## config.mk

```make
export PLATFORM = sky130hd
export DESIGN_NAME = rr_index_arbiter
export DESIGN_NICKNAME = d
export VERILOG_FILES = /design/src/rtl/rr_index_arbiter.sv
export SDC_FILE = /design/constraint.sdc
export NUM_CORES = 1
export LEC_CHECK = 0
export BUFFER_PORTS_ARGS = -buffer_cell sky130_fd_sc_hd__buf_2
export CAP_MARGIN = 40
export CORE_UTILIZATION = 58
export DETAILED_ROUTE_END_ITERATION = 6
export GPL_ROUTABILITY_DRIVEN = 0
export PLACE_DENSITY = 0.92
export SLEW_MARGIN = 20
export SYNTH_ARGS = -nofsm -noshare
export SYNTH_HDL_FRONTEND = slang
export SYNTH_SLANG_ARGS = --single-unit
```

## constraint.sdc

```tcl
create_clock -name clk -period 4.4 [get_ports clk]
set_clock_uncertainty 0.2 [all_clocks]
set_input_delay 0.22 -clock clk [delete_from_list [all_inputs] [get_ports clk]]
set_output_delay 0.22 -clock clk [all_outputs]
set_load 0.01 [all_outputs]
```

## src/rtl/rr_index_arbiter.sv

```systemverilog
// Round-robin arbiter over 2**C level requesters; the winning index is held in a
// registered valid/ready slot that can reload on the same edge as a handshake.
module rr_index_arbiter #(
    parameter int unsigned C = 3,
    localparam int unsigned O = 1 << C
) (
    input  logic         clk,
    input  logic         rst,
    input  logic [O-1:0] req,
    output logic [C-1:0] idx_o,
    output logic         valid_o,
    input  logic         ready_i,
    output logic [O-1:0] gnt_o
);

    typedef enum logic [0:0] {StEmpty, StFull} state_e;

    state_e       state_q;
    logic [C-1:0] ptr_q;
    logic [C-1:0] idx_q;

    logic [C-1:0] search_base;
    logic [C-1:0] win_idx;
    logic         any_req;
    logic         handshake;

    assign any_req   = |req;
    assign handshake = (state_q == StFull) && ready_i;

    // When FULL the only edge that consumes win_idx is a handshake, whose new
    // pointer is idx_q + 1, so the search can start there directly.
    always_comb begin
        logic         found;
        logic [C-1:0] cand;
        search_base = (state_q == StFull) ? idx_q + C'(1) : ptr_q;
        win_idx     = search_base;
        found       = 1'b0;
        cand        = search_base;
        for (int unsigned k = 0; k < O; k++) begin
            cand = search_base + C'(k);
            if (!found && req[cand]) begin
                win_idx = cand;
                found   = 1'b1;
            end
        end
    end

    always_ff @(posedge clk) begin
        if (rst) begin
            state_q <= StEmpty;
            ptr_q   <= '0;
            idx_q   <= '0;
        end else begin
            case (state_q)
                StEmpty: begin
                    if (any_req) begin
                        idx_q   <= win_idx;
                        state_q <= StFull;
                    end
                end
                StFull: begin
                    if (ready_i) begin
                        ptr_q <= idx_q + C'(1);
                        if (any_req) begin
                            idx_q <= win_idx;
                        end else begin
                            state_q <= StEmpty;
                        end
                    end
                end
            endcase
        end
    end

    always_comb begin
        gnt_o = '0;
        if (handshake) begin
            gnt_o[idx_q] = 1'b1;
        end
    end

    assign idx_o   = idx_q;
    assign valid_o = (state_q == StFull);

endmodule

```

==> impl_results.md, run 1 <==
* Status: complete, no violations
* Vias in the first global route at 1445
* Top cells by area, synth: dfxtp_1 9.4%, mux4_2 9.0%, mux2i_1 6.0%
* Largest family of logic cells by synthesized area: compound AO/OA/AOI/OAI gates
* Area growth syn-to-layout at 7.352%
* Htree depth at 1
* Final setup viols at 0
* Setup WS post-layout at 0.7202 ns
* Min-delay worst type: input pin to flop
* First-pass GRT wire length at 6506 um
* Crit path kind: flop to flop
* Share of cells above drive strength 1 at 24.29%
* Routed vias/inst at 6.979
* Largest net degree at the start of global routing at 16
* Fmax at 271.8 MHz
* LEAKAGE at 0.6527 nW
* Core Region at 2455 um2
* Slew Limit Fails at 0
* Cts-stage hold buffer count at 0
* Total die area at 2789 um2
* Rel. slew slack at 59.45%
* VDD IR max at 0.3689 mV
* Pwr Total at 0.001067 W
* Avg WL per Cell at 17.40 um
* Compound-Gate Fraction of Synth Area at 29.99%
* Synth Instances at 193
* Clk pwr share at 5.3%
* Final Cycle Share at 83.63%
* Synth Warn # at 0
* I/O Pins at 23
* DR iter-0 viols at 84
* Syn_nets at 206
* Port Buffer Count at 22
* DRT Wirelength at 4177 um
* Unrepaired setup endpoints after global routing: no
* Initial DRT Pass Iterations at 5
* Slew @ Worst Pin at 0.6019 ns
* Fin crit period at 3.680 ns
* Sequential share of power at 11.0%
* Via count at 1675
* Post-synthesis sequential element count at 7
* Initial antenna violation count at 0
* Most instantiated library cell after synthesis: nor2_1
* Max capacitance violation total at 0
* TritonCTS clock tree: built
* Clk sinks at 7
* Critical path endpoint category: flop
* Setup tns final at 0 ns
* DRC viols at 0
* Critical path startpoint category: flop
* Post-synthesis cell type count at 59
* Synthesized area per cell at 7.760 um2
* EDFF count, synth at 0
* Switching share of power at 54.15%
* Detailed Place HPWL at 3252 um
* Synth top area share at 9.357%
* P_int at 0.0004892 W
* Post-CTS setup buffers at 0
* Crit path required time at 4.39 ns
* Simple-gate share of the synthesized area at 29.24%
* Synthesized area at 1498 um2
* Crit path DAT at 3.67 ns
* Row count at 18
* Post-Synth Adder-Cell Area at 1.671%
* Hold violation count in the final report at 0
* Nets at 224
* Sequential element share of the synthesized area at 9.357%
* Mux share of post-synthesis cell area at 19.55%
* Dpl ws at 0.8152 ns
* CTS Buf Count at 3
* Final cell count without fillers at 240
* Switching Power at 0.0005778 W
* Synth area leader: dfxtp_1
* Synth Area in XOR/XNOR at 3.926%
* Layout fillers at 222
* Antenna Nets Post-Route at 0
* DIE WIDTH at 52.82 um
* Initial Util at 61.01%
* Logic pwr share at 83.6%
* DP Cell Count at 236
* CTS max path bufs at 2
* Total track usage at 32.27%
* Ys async rst share at 0%
* Final cell utilization of the core at 65.49%
* Gr ovfl total at 0
* Root Driver: clkbuf_4
* Prevailing post-synth register cell: dfxtp_1
* Post-CTS sizing at 0
* Latest clock arrival within the worst-skew pair at 0.25 ns
* Highest fanout seen on the critical path at 15
* Post-synth top cells: 18 x nor2_1, 15 x nand2_1, 13 x a21oi_1, 13 x o21ai_0, 11 x nand3_1
* Power Dens Cells at 663.6 nW/um2
* Flop-to-flop setup slack at 0.72 ns
* ANT cells at 0
* Clk slew on worst S/H paths at 0.05 ns
* Die span in y at 52.82 um
registers in the layout (all words and copies together) (netlist names):
name	cells
idx_o	3
ptr_q	3
valid_o	1
critical path, stage by stage, from the launching register on:
cell and delay, ns:
dfxtp_1 0.66, nand2b_1 0.37, nand2_2 0.28, ha_1 0.33, xnor2_2 0.38, mux4_2 0.46
nor2_2 0.26, nand4_2 0.20, o41ai_2 0.29, a32o_1 0.19
path summary, 6_finish.rpt:
kind | endpoint | from | cells past startpoint
setup / recovery | idx_o[1] | valid_o | 9
hold / removal | ptr_q[1] | rst | 2
setup reg to reg | idx_o[1] | valid_o | 9
hold reg to reg | ptr_q[1] | ptr_q[1] | 2
per-stage QoR:
step / instance area [um2] / hold slack (ns)
floorplan: 1498 / 0.08907
global placement: 1582 / 0.2817
detailed placement: 1582 / 0.2844
CTS: 1608 / 0.02424
global route: 1608 / 0.02219
finish: 1608 / 0.02553
power groups by stage:
stage          logic [W]  clock network (W)  registers (W)
6_report        0.000892          0.0000570       0.000118
5_1_grt         0.000963          0.0000637       0.000120
4_1_cts         0.000874          0.0000588       0.000116
3_5_place_dp    0.000867                  0       0.000118
3_3_place_gp    0.000842                  0       0.000118
2_1_floorplan   0.000728                  0       0.000100
cell type report:
type                       count  area, um2  area share (%)
tap                           30      37.54           2.335
inverter                       4      15.01          0.9339
multi-input combinational    171       1264           78.60
timing repair buffer          24      125.1           7.782
clock buffer                   4      26.28           1.634
sequential                     7      140.1           8.716
cells by family after synthesis:
kind of cell / Yosys count
mux: 20
buf+inv: 15
fa+ha+maj: 2
compound gates: 61
flops: 7
simple gates: 83
xor+xnor: 5
placed cells by master (no fill, tap or decap), types with 5 or more instances in the layout:
cell | synthesis | layout
nand3_1 | 11 | 11
dfxtp_1 | 7 | 7
and2_1 | 9 | 9
nand2_1 | 15 | 15
o21ai_0 | 13 | 13
a21oi_1 | 13 | 13
nand2b_1 | 5 | 5
mux4_2 | 6 | 6
nor3_1 | 5 | 5
buf_2 | 3 | 22
nor2_1 | 18 | 18
mux2i_1 | 9 | 9
metal layers:
metal  up-vias  GRT usage [%]  part of all wire [%]
met5         -              0                     0
met4         0          10.09                   2.7
li1        777              -                     -
met1       773          43.13                    41
met2       109          51.05                    48
met3        16          6.957                   8.5
Note: power is estimated with default switching activity, not from simulation.
==> run 2, diff against run 1 <==
==> constraint.sdc (replaced) <==
create_clock -name clk -period 3.6 [get_ports clk]
set_clock_uncertainty 0.2 [all_clocks]
set_input_delay 0.18 -clock clk [delete_from_list [all_inputs] [get_ports clk]]
set_output_delay 0.18 -clock clk [all_outputs]
set_load 0.01 [all_outputs]
==> impl_results.md, run 2 (synthesis gave the netlist of run 1 again) <==
* Status: complete, no violations
* WP buf/inv at 0 (unchanged)
* Top Family by Delay on Critical Path: compound AO/OA/AOI/OAI gates
* Critical path startpoint category: flop
* Slew @ Worst Pin at 0.5094 ns (-0.09248 ns)
* Die span in y at 52.82 um (unchanged)
* I/O Pins at 23 (unchanged)
* CTS max path bufs at 2 (unchanged)
* Detailed Place HPWL at 3166 um (-2.7%)
* Layout fillers at 210 (-5.4%)
* Root Driver: clkbuf_4
* DRT Wirelength at 4074 um (-2.5%)
* Most frequent cells in the layout: 22 x buf_2, 18 x nor2_1, 15 x nand2_1, 13 x o21ai_0, 13 x a21oi_1
* Routed vias/inst at 6.826 (-2.2%)
* Crit path required time at 3.61 ns (-0.78 ns)
* Nets at 231 (+3.1%)
* Final setup viols at 0 (unchanged)
* Setup tns final at 0 ns (unchanged)
* VDD IR max at 0.5217 mV (+41%)
* LEAKAGE at 0.6858 nW (+5.1%)
* Latest clock arrival within the worst-skew pair at 0.26 ns (about the same)
* Initial DRT Pass Iterations at 7 (+2)
* Total track usage at 32.35% (+0.081 points)
* Row count at 18 (unchanged)
* Core Region at 2455 um2 (unchanged)
* Cells along the critical path: nor2b_1 -> o21ai_0 -> and2_1 -> mux4_2 -> a211oi_2 -> mux2_2 -> a311oi_1 -> o21a_1
* DRC viols at 0 (unchanged)
* Commonest non-fill, non-tap cell in the layout: buf_2
* Post-CTS setup buffers at 0 (unchanged)
* Initial Util at 61.01% (unchanged)
* Max capacitance violation total at 0 (unchanged)
* Power Dens Cells at 799.7 nW/um2 (+21%)
* Vias in the first global route at 1421 (-1.7%)
* Area growth syn-to-layout at 11.03%
* Total die area at 2789 um2 (unchanged)
* Largest net degree at the start of global routing at 16 (unchanged)
* TritonCTS clock tree: built
* ANT cells at 0 (unchanged)
* Minimum hold slack at 0.06623 ns (+0.04070 ns)
* Min-delay worst type: input pin to flop
* Port Buffer Count at 22 (unchanged)
* Htree depth at 1 (unchanged)
* Critical path endpoint category: flop
* Crit path kind: flop to flop
* Clk slew on worst S/H paths at 0.05 ns (about the same)
* Crit path DAT at 3.39 ns (-0.28 ns)
* Gr ovfl total at 0 (unchanged)
* Avg WL per Cell at 16.49 um (-5.2%)
* Post-CTS sizing at 0 (unchanged)
* Fin crit period at 3.379 ns (-0.3008 ns)
* Share of cells above drive strength 1 at 26.27% (+2.0 points)
* Highest fanout seen on the critical path at 10 (-5)
* Rel. slew slack at 65.68% (+6.2 points)
* Slew Limit Fails at 0 (unchanged)
* Max stage delay cell, worst path: dfxtp_1
* Hold violation count in the final report at 0 (unchanged)
* Critical path's largest stage delay at 0.54 ns (-0.12 ns)
* First-pass GRT wire length at 6603 um (+1.5%)
* DR iter-0 viols at 101 (+20%)
* CTS Buf Count at 3 (unchanged)
* DIE WIDTH at 52.82 um (unchanged)
* Initial antenna violation count at 0 (unchanged)
* Via count at 1686 (+0.66%)
* Fmax at 295.9 MHz (+8.9%)
* Final Cycle Share at 93.86% (+10 points)
* Clk sinks at 7 (unchanged)
* Unrepaired setup endpoints after global routing: no
* Antenna Nets Post-Route at 0 (unchanged)
## run 2: cell types whose count changed in the layout (fill, tap and decap cells not counted), sizes merged
cell | previous run | this run
buf | 24 | 30
dlygate4sd3 | 0 | 1
## run 2: final timing paths
path / start / endpoint / slack (ns) / depth (start not counted)
hold reg to reg: ptr_q[1] / ptr_q[1] / 0.29 / 2
setup reg to reg: valid_o / idx_o[2] / 0.22 / 8
setup / recovery: valid_o / idx_o[2] / 0.22 / 8
hold / removal: ready_i / valid_o / 0.07 / 3
## run 2: power breakdown
part,internal [W],switching (W)
clock network,0.0000424,0.0000308
registers,0.0000973,0.0000372
logic,0.000483,0.000639
## run 2: final cells by class
cell class	count	area, um2	share of cell area, %
multi-input cells	171	1264	76.00
inverters	4	15.01	0.9029
flip-flops and latches	7	140.1	8.427
clock buffers	4	26.28	1.580
well taps	30	37.54	2.257
repair buffers	31	180.2	10.84
## run 2: repair_timing
action,4_1_cts,5_1_grt
endpoints found under the hold margin,4,0
setup endpoints to repair,0,0
hold buffers,1,0
## run 2: worst reg2reg max path: stages (launching register included)
cell	delay, ns
dfxtp_1	0.54
nor2b_1	0.50
o21ai_0	0.33
and2_1	0.23
mux4_2	0.48
a211oi_2	0.26
mux2_2	0.38
a311oi_1	0.26
o21a_1	0.15
## run 2: through the flow
step	std cells	util [%]	setup slack [ns]	instance area, um2	total power (W)
finish	247	67.74	0.2210	1663	0.001330
global route	247	67.74	0.03069	1663	0.001424
CTS	247	67.74	0.3009	1663	0.001301
detailed placement	242	66.26	0.3173	1627	0.001220
global placement	242	66.26	0.2848	1627	0.001203
floorplan	193	-	0.2757	1498	0.001012
## run 2: metal layers
metal	up-vias	track usage [%]	share of wire [%]
li1	789	-	-
met1	764	45.23	41
met2	125	52.11	46
met3	8	7.826	12
met4	0	1.754	1.4
met5	-	0	0
==> run 3, diff against run 2 <==
==> constraint.sdc (replaced) <==
create_clock -name clk -period 3.6 [get_ports clk]
set_clock_uncertainty 0.2 [all_clocks]
set_input_delay 1.08 -clock clk [delete_from_list [all_inputs] [get_ports clk]]
set_output_delay 1.08 -clock clk [all_outputs]
set_load 0.01 [all_outputs]
==> impl_results.md, run 3 (synthesis gave the netlist of run 1 again) <==
* Crit path required time at 3.60 ns (about the same)
* Critical path endpoint category: flop
* Detailed Place HPWL at 3194 um (+0.89%)
* Final setup viols at 0 (unchanged)
* Final Cycle Share at 96.29% (+2.4 points)
* Status: complete, no violations
* DR iter-0 viols at 94 (-6.9%)
* Core Region at 2455 um2 (unchanged)
* LEAKAGE at 0.6896 nW (+0.55%)
* Hold violation count in the final report at 0 (unchanged)
* Hold Crit Start: ptr_q[1]
* Reg2reg start: valid_o
* Most frequent cells in the layout: 22 x buf_2, 18 x nor2_1, 15 x nand2_1, 13 x o21ai_0, 13 x a21oi_1
* Share of cells above drive strength 1 at 27.19% (+0.92 points)
* Avg WL per Cell at 16.75 um (+1.5%)
* Row count at 18 (unchanged)
* CTS Buf Count at 3 (unchanged)
* Vias in the first global route at 1459 (+2.7%)
* Fin crit period at 3.466 ns (+0.08739 ns)
* CP Launch Point: valid_o
* VDD IR max at 0.4948 mV (-5.1%)
* CTS max path bufs at 2 (unchanged)
* ANT cells at 0 (unchanged)
* DRT Wirelength at 4137 um (+1.5%)
* Setup tns final at 0 ns (unchanged)
* Crit path DAT at 3.46 ns (+0.07 ns)
* Gr ovfl total at 0 (unchanged)
* Max capacitance violation total at 0 (unchanged)
* Clk sinks at 7 (unchanged)
* Area of the multi-input gates at 1264 um2 (unchanged)
* Rel. slew slack at 60.69% (-5.0 points)
* Crit path kind: flop to flop
* Total track usage at 31.95% (-0.41 points)
* Initial DRT Pass Iterations at 4 (-3)
* Htree depth at 1 (unchanged)
* First-pass GRT wire length at 6513 um (-1.4%)
* Slew Limit Fails at 0 (unchanged)
* I/O Pins at 23 (unchanged)
* DRC viols at 0 (unchanged)
* Die span in y at 52.82 um (unchanged)
* Routed vias/inst at 6.785 (-0.59%)
* Fmax at 288.5 MHz (-2.5%)
* Final cell count without fillers at 247 (unchanged)
* Power Dens Cells at 798.9 nW/um2 (-0.10%)
* Cts-stage hold buffer count at 0 (-1)
* Nets at 231 (unchanged)
* Post-CTS setup buffers at 0 (unchanged)
* Slew @ Worst Pin at 0.5835 ns (+0.07405 ns)
* Layout fillers at 215 (+2.4%)
* Pwr Total at 0.001327 W (-0.18%)
* Commonest non-fill, non-tap cell in the layout: buf_2
* TritonCTS clock tree: built
* Largest net degree at the start of global routing at 16 (unchanged)
* Via count at 1676 (-0.59%)
* Total die area at 2789 um2 (unchanged)
* Antenna Nets Post-Route at 0 (unchanged)
* Setup WS post-layout at 0.1336 ns (-0.08739 ns)
* Port Buffer Count at 22 (unchanged)
* Root Driver: clkbuf_4
* DIE WIDTH at 52.82 um (unchanged)
* Placed cell area at 1634 um2 (+0.46%)
* DP Cell Count at 243 (+0.41%)
* Critical path startpoint category: flop
* Clk slew on worst S/H paths at 0.06 ns (about the same)
* Unrepaired setup endpoints after global routing: no
* Post-CTS sizing at 0 (unchanged)
* Seq. cell area at 140.1 um2 (unchanged)
* Latest clock arrival within the worst-skew pair at 0.26 ns (about the same)
* Area growth syn-to-layout at 10.94% (about the same)
* Initial antenna violation count at 0 (unchanged)
* Initial Util at 61.01% (unchanged)
* Highest fanout seen on the critical path at 10 (unchanged)
* Fin area at 1662 um2 (about the same)
* Dpl ws at 0.1905 ns (-0.1268 ns)
* Min-delay worst type: flop to flop
## run 3: cell types whose count changed in the layout (fill, tap and decap cells not counted), sizes merged
cell         delta
dlygate4sd3     -1
buf             +1
clkinv          +1
clkbuf          -1
## run 3: final cells by class
| class | count | share of cell area [%] |
|---|---|---|
| sequential | 7 | 8.434 |
| timing repair buffer | 31 | 10.69 |
| tap | 30 | 2.259 |
| multi-input combinational | 171 | 76.05 |
| clock buffer | 3 | 1.355 |
| inverter | 4 | 0.9036 |
| clock inverter | 1 | 0.3012 |
## run 3: worst paths after layout
check,end,slack [ns],cells past startpoint
max,idx_o[2],0.13,8
min,ptr_q[1],0.31,2
max reg2reg,idx_o[2],0.13,8
min reg2reg,ptr_q[1],0.31,2
## run 3: layer usage
layer,global-route usage (%),wire [um],up-vias
li1,-,-,791
met1,43.68,1687,791
met2,52.11,2008,86
met3,5.507,381,8
met4,6.579,61,0
met5,0,0,-
## run 3: per-stage QoR
stage	hold WS, ns	utilization [%]
after floorplan	0.2616	-
after global placement	0.2855	66.56
after detailed placement	0.2882	66.56
after CTS	0.2966	67.69
after global routing	0.3187	67.69
final	0.3051	67.69
## run 3: where the power goes
group / switching (W) / leakage, nW / internal, W
clock network: 0.0000329 / 0.0177 / 0.0000408
logic: 0.000643 / 0.614 / 0.000487
registers: 0.0000264 / 0.0579 / 0.0000971
total: 0.000702 / 0.690 / 0.000625
## run 3: critical path, stage by stage, from the launching register on
cell and delay [ns]:
dfxtp_1 0.63, nor2b_1 0.46, o21ai_0 0.34, and2_1 0.23, mux4_2 0.48, a211oi_2 0.26
mux2_2 0.38, a311oi_1 0.26, o21a_1 0.15
